==> src/rtl/set_bit_iterator_pkg.sv <==
// Shared constants for the set-bit iterator: width defaults, FSM encoding and
// the "no bits set" index code.
package set_bit_iterator_pkg;

    localparam int WIDTH_DEF = 8;
    localparam int IDX_W_DEF = 4;

    localparam logic [1:0] ST_IDLE = 2'd0;
    localparam logic [1:0] ST_EMIT = 2'd1;
    localparam logic [1:0] ST_ZERO = 2'd2;

    localparam logic [3:0] IDX_NONE = 4'd8;

endpackage

==> src/rtl/set_bit_iterator_ctz8.sv <==
// Combinational 8-bit trailing-zero encoder; returns 0..8, with 8 for a zero
// input. Fixed priority chain so it maps onto a bounded mux tree.
module ctz8
    import set_bit_iterator_pkg::*;
(
    input  logic [7:0] din,
    output logic [3:0] cnt
);

    // Lowest set bit wins.
    always_comb begin
        cnt = IDX_NONE;
        if (din[0]) begin
            cnt = 4'd0;
        end else if (din[1]) begin
            cnt = 4'd1;
        end else if (din[2]) begin
            cnt = 4'd2;
        end else if (din[3]) begin
            cnt = 4'd3;
        end else if (din[4]) begin
            cnt = 4'd4;
        end else if (din[5]) begin
            cnt = 4'd5;
        end else if (din[6]) begin
            cnt = 4'd6;
        end else if (din[7]) begin
            cnt = 4'd7;
        end else begin
            cnt = IDX_NONE;
        end
    end

endmodule

==> src/rtl/set_bit_iterator.sv <==
// Serialises an accepted word into a stream of set-bit indices, lowest first,
// one per output handshake; a zero word yields a single IDX_NONE beat.
module set_bit_iterator
    import set_bit_iterator_pkg::*;
#(
    parameter int WIDTH = WIDTH_DEF,
    parameter int IDX_W = IDX_W_DEF
) (
    input  logic             clk,
    input  logic             rst,
    input  logic             in_valid,
    output logic             in_ready,
    input  logic [WIDTH-1:0] in_data,
    output logic             out_valid,
    input  logic             out_ready,
    output logic [IDX_W-1:0] out_idx,
    output logic             out_last,
    output logic [IDX_W-1:0] out_seq,
    output logic             busy
);

    logic [1:0]       state_r;
    logic [WIDTH-1:0] word_r;
    logic [IDX_W-1:0] seq_r;

    logic [1:0]       state_nx_s;
    logic [WIDTH-1:0] word_nx_s;
    logic [IDX_W-1:0] seq_nx_s;
    logic [WIDTH-1:0] word_dec_s;
    logic [WIDTH-1:0] word_clr_s;
    logic             one_left_s;
    logic [3:0]       ctz_s;

    ctz8 u_ctz8 (
        .din (word_r),
        .cnt (ctz_s)
    );

    // word_r is never zero in EMIT, so the decrement cannot wrap there.
    assign word_dec_s = word_r - {{(WIDTH-1){1'b0}}, 1'b1};
    assign word_clr_s = word_r & word_dec_s;
    assign one_left_s = (word_clr_s == {WIDTH{1'b0}});

    // Next-state logic for the IDLE/EMIT/ZERO sequencer.
    always_comb begin
        state_nx_s = state_r;
        word_nx_s  = word_r;
        seq_nx_s   = seq_r;
        case (state_r)
            ST_IDLE: begin
                if (in_valid) begin
                    word_nx_s  = in_data;
                    seq_nx_s   = {IDX_W{1'b0}};
                    state_nx_s = (in_data == {WIDTH{1'b0}}) ? ST_ZERO : ST_EMIT;
                end else begin
                    state_nx_s = ST_IDLE;
                end
            end
            ST_EMIT: begin
                if (out_ready) begin
                    word_nx_s  = word_clr_s;
                    seq_nx_s   = seq_r + {{(IDX_W-1){1'b0}}, 1'b1};
                    state_nx_s = one_left_s ? ST_IDLE : ST_EMIT;
                end else begin
                    state_nx_s = ST_EMIT;
                end
            end
            ST_ZERO: begin
                if (out_ready) begin
                    state_nx_s = ST_IDLE;
                end else begin
                    state_nx_s = ST_ZERO;
                end
            end
            default: begin
                state_nx_s = ST_IDLE;
                word_nx_s  = {WIDTH{1'b0}};
                seq_nx_s   = {IDX_W{1'b0}};
            end
        endcase
    end

    // State, word and beat-ordinal registers.
    always_ff @(posedge clk or posedge rst) begin
        if (rst) begin
            state_r <= ST_IDLE;
            word_r  <= {WIDTH{1'b0}};
            seq_r   <= {IDX_W{1'b0}};
        end else begin
            state_r <= state_nx_s;
            word_r  <= word_nx_s;
            seq_r   <= seq_nx_s;
        end
    end

    // Output decode straight from registered state; no input-to-output paths.
    always_comb begin
        out_idx  = {IDX_W{1'b0}};
        out_last = 1'b0;
        case (state_r)
            ST_EMIT: begin
                out_idx  = IDX_W'(ctz_s);
                out_last = one_left_s;
            end
            ST_ZERO: begin
                out_idx  = IDX_W'(IDX_NONE);
                out_last = 1'b1;
            end
            default: begin
                out_idx  = {IDX_W{1'b0}};
                out_last = 1'b0;
            end
        endcase
    end

    assign in_ready  = (state_r == ST_IDLE);
    assign busy      = ~in_ready;
    assign out_valid = (state_r == ST_EMIT) || (state_r == ST_ZERO);
    assign out_seq   = seq_r;

endmodule

==> config.mk <==
export PLATFORM = sky130hd
export DESIGN_NAME = set_bit_iterator
export DESIGN_NICKNAME = d
export VERILOG_FILES = /design/src/rtl/set_bit_iterator_pkg.sv /design/src/rtl/set_bit_iterator_ctz8.sv /design/src/rtl/set_bit_iterator.sv
export SDC_FILE = /design/constraint.sdc
export NUM_CORES = 1
export LEC_CHECK = 0
export ABC_CLOCK_PERIOD_IN_PS = 1760
export CORE_ASPECT_RATIO = 1.25
export CORE_MARGIN = 4
export CORE_UTILIZATION = 43
export CTS_CLUSTER_SIZE = 28
export DETAILED_ROUTE_END_ITERATION = 8
export GPL_TIMING_DRIVEN = 0
export PLACE_DENSITY = 0.74
export SYNTH_ARGS = -nofsm -noshare
export SYNTH_HDL_FRONTEND = slang
export SYNTH_SLANG_ARGS = --single-unit
==> constraint.sdc <==
create_clock -name clk -period 1.76 [get_ports clk]
set_input_delay 0.352 -clock clk [delete_from_list [all_inputs] [get_ports clk]]
set_output_delay 0.352 -clock clk [all_outputs]
set_load 0.01 [all_outputs]
==> results of run 1 <==
==> cells in the final DEF (no fill, tap or decap), types with 2 or more instances in the layout <==
master	count
a21oi_1	4
nand3_1	3
o21ai_1	2
a32o_1	7
nand2_1	11
maj3_1	2
buf_4	20
ha_1	3
buf_6	4
nor3_1	3
o31ai_2	2
buf_2	7
dfrtp_1	10
o31a_1	2
ha_4	2
clkbuf_2	3
clkdlybuf4s50_1	15
inv_1	8
clkbuf_4	3
o21ai_0	8
nand4_1	2
nor4_1	3
nor2b_1	2
dfrtp_2	4
==> registers in the layout (all words and copies together), names as in the netlist <==
| name | flops |
|---|---|
| word_r | 8 |
| out_seq | 4 |
| state_r | 2 |
==> power breakdown <==
part / internal, mW / switching (mW)
Clock: 0.0792 / 0.101
Sequential: 0.456 / 0.198
Combinational: 1.07 / 0.907
==> layer usage <==
layer	vias to the layer above	track usage (%)	wire (um)
met5	-	0	0
met4	0	10.28	73
met3	10	3.741	114
met2	39	33.08	1466
met1	510	24.39	1296
li1	492	-	-
==> worst max-delay path, cell delays in order (launching register included) <==
cell	delay [ns]
dfrtp_1	0.38
buf_4	0.13
buf_4	0.14
a2111o_1	0.41
o31a_1	0.15
o31ai_2	0.26
buf_2	0.17
==> how the worst max path moves through the flow <==
stage | start | depth (start not counted) | to | slack, ns
2_1_floorplan | word_r[0] | 5 | out_last | -0.19
6_report | word_r[2] | 6 | out_last | -0.52
5_1_grt | word_r[0] | 5 | out_last | -0.57
3_3_place_gp | word_r[2] | 5 | out_last | -0.75
4_1_cts | word_r[2] | 5 | out_last | -0.60
3_5_place_dp | word_r[2] | 5 | out_last | -0.74
==> metrics by stage <==
step	std cells	TNS [ns]	utilization, %
finish	173	-2.590	72.72
global route	173	-3.840	72.72
CTS	165	-2.029	68.58
detailed placement	151	-6.069	59.01
global placement	151	-5.931	59.01
floorplan	108	-0.3594	-
==> what timing repair did <==
item	4_1_cts	5_1_grt
gates resized for setup	55	22
buffers inserted	14	8
setup endpoints to repair	16	16
pin swaps	6	8
cloned	1	1
==> kinds of logic after synthesis <==
family / synth area share, %
buf+inv: 8.556
flops: 37.43
mux: 1.070
fa+ha+maj: 8.824
simple gates: 18.05
compound gates: 26.07
==> final cells by class <==
type | count | share of cell area [%]
repair buffers | 47 | 25.81
flip-flops and latches | 14 | 24.11
plain buffers | 4 | 2.971
clock buffers | 3 | 1.528
multi-input cells | 75 | 41.17
well taps | 20 | 1.698
inverters | 10 | 2.716
==> impl_metrics.ini, run 1 <==
[timing]
timing_worst_slew_pin_value_ns = 0.5475
setup_viol_count_final = 13
finClkSkew_ns = 0.0004305
worst_hold_slack_ns = 0.4163
hold_viol = 0
slew_headroom_pct = 63.46
rsz0062_at_grt = true
timing.final.ws_setup_ns = -0.5193
final.min_clock_period_ns = 2.279
maxSlewViolCount = 0
max_freq_mhz = 438.7
finalCritPeriodShare_pct = 129.5

[floorplan]
die_w_um = 49.73
start_util_pct = 46.17
die_h_um = 60.16
coreArea_um2 = 2027
io_pins = 24
dieArea_um2 = 2991
num_rows = 18

[detailed_routing]
vias_per_cell = 6.075
ant_nets = 0
drc = 0
routedWlPerCell_um = 17.05
route.vias.total = 1051
dr.pass1.iters = 4
wl_um = 2950
drt_iter0_drc = 37

[logic_synthesis]
ys_ff_latch = 14
yosysMostFrequentCell = dfrtp_1
ys_warn_count = 0
syn_area_per_cell_um2 = 8.666
synth_area_leaders = dfrtp_1 (37%), a32o_1 (7.5%), ha_1 (6.7%)
synth_top_area_share_pct = 37.43
synth_cell_types = 32
netlist_top_cells_count = dfrtp_1 (14), nand2_1 (12), inv_1 (10), o21ai_0 (10)
synth_top_area_cell = dfrtp_1
synth-async-reset-ratio_pct = 100.0
synth-main-ff-cell = dfrtp_1
synth_area_um2 = 935.9
synth_edf_count = 0
netlist_instances = 108
syn-num-nets = 125
synth_seq_area_share_pct = 37.43

[clock_network]
hold_buffers = 0
cts-root-buf = clkbuf_4
cts_made_buffers = 3
clock_latency_ns = 0.27
htree_num_levels = 1
clock_path_buffers = 2
clk_pin_slew_ns = 0.08
cts_num_sinks = 14
cts_tree = built

[grt]
grt_max_degree = 15
grt_first_pass_wirelength_um = 4560
grt_antenna_before_repair = 0
grt_usage_pct = 19.85
grt_pass1_vias = 1027
overflow = 0

[placed_design]
place_hpwl_um = 1784
io_buffers = 23
dp_slack_ns = -0.7441
place_area_um2 = 1196
gp_congestion = 0.8661

[outcome]
status = finished, violations left
violations = negative setup slack

[min_path]
hold_class = in2async

[worst_setup_path]
reg2reg_from = state_r[0]
worstPathArrival_ns = 1.93
worstRegToRegCells = 8
crit_required_ns = 1.41
path_max_fanout = 6
reg2reg_slack_ns = -0.15
crit_path_end_kind = output port
crit_path_start_kind = register
r2r-end = word_r[3]
crit_type = reg2out

[final_layout]
antenna_cells_inserted = 0
layout.nets = 172
drive_gt1_share_pct = 37.91
multi_input_area_um2 = 606.8
ff_latch_area_um2 = 355.3
fillers = 161
syn_to_final_growth_pct = 57.49
fin_area_um2 = 1474

[pwr]
ir_worst_vdd_mv = 1.125
total_power_mw = 2.809
power_density_nw_per_um2 = 1906
power.leakage_nw = 0.6573

[run]
drv_cap = 0
(Power assumes the default switching activity.)
==> inputs of run 2 (changes only) <==
- CTS_CLUSTER_SIZE: 28 -> default
==> results of run 2 <==
Final layout, timing and power as in run 1 (identical DEF).
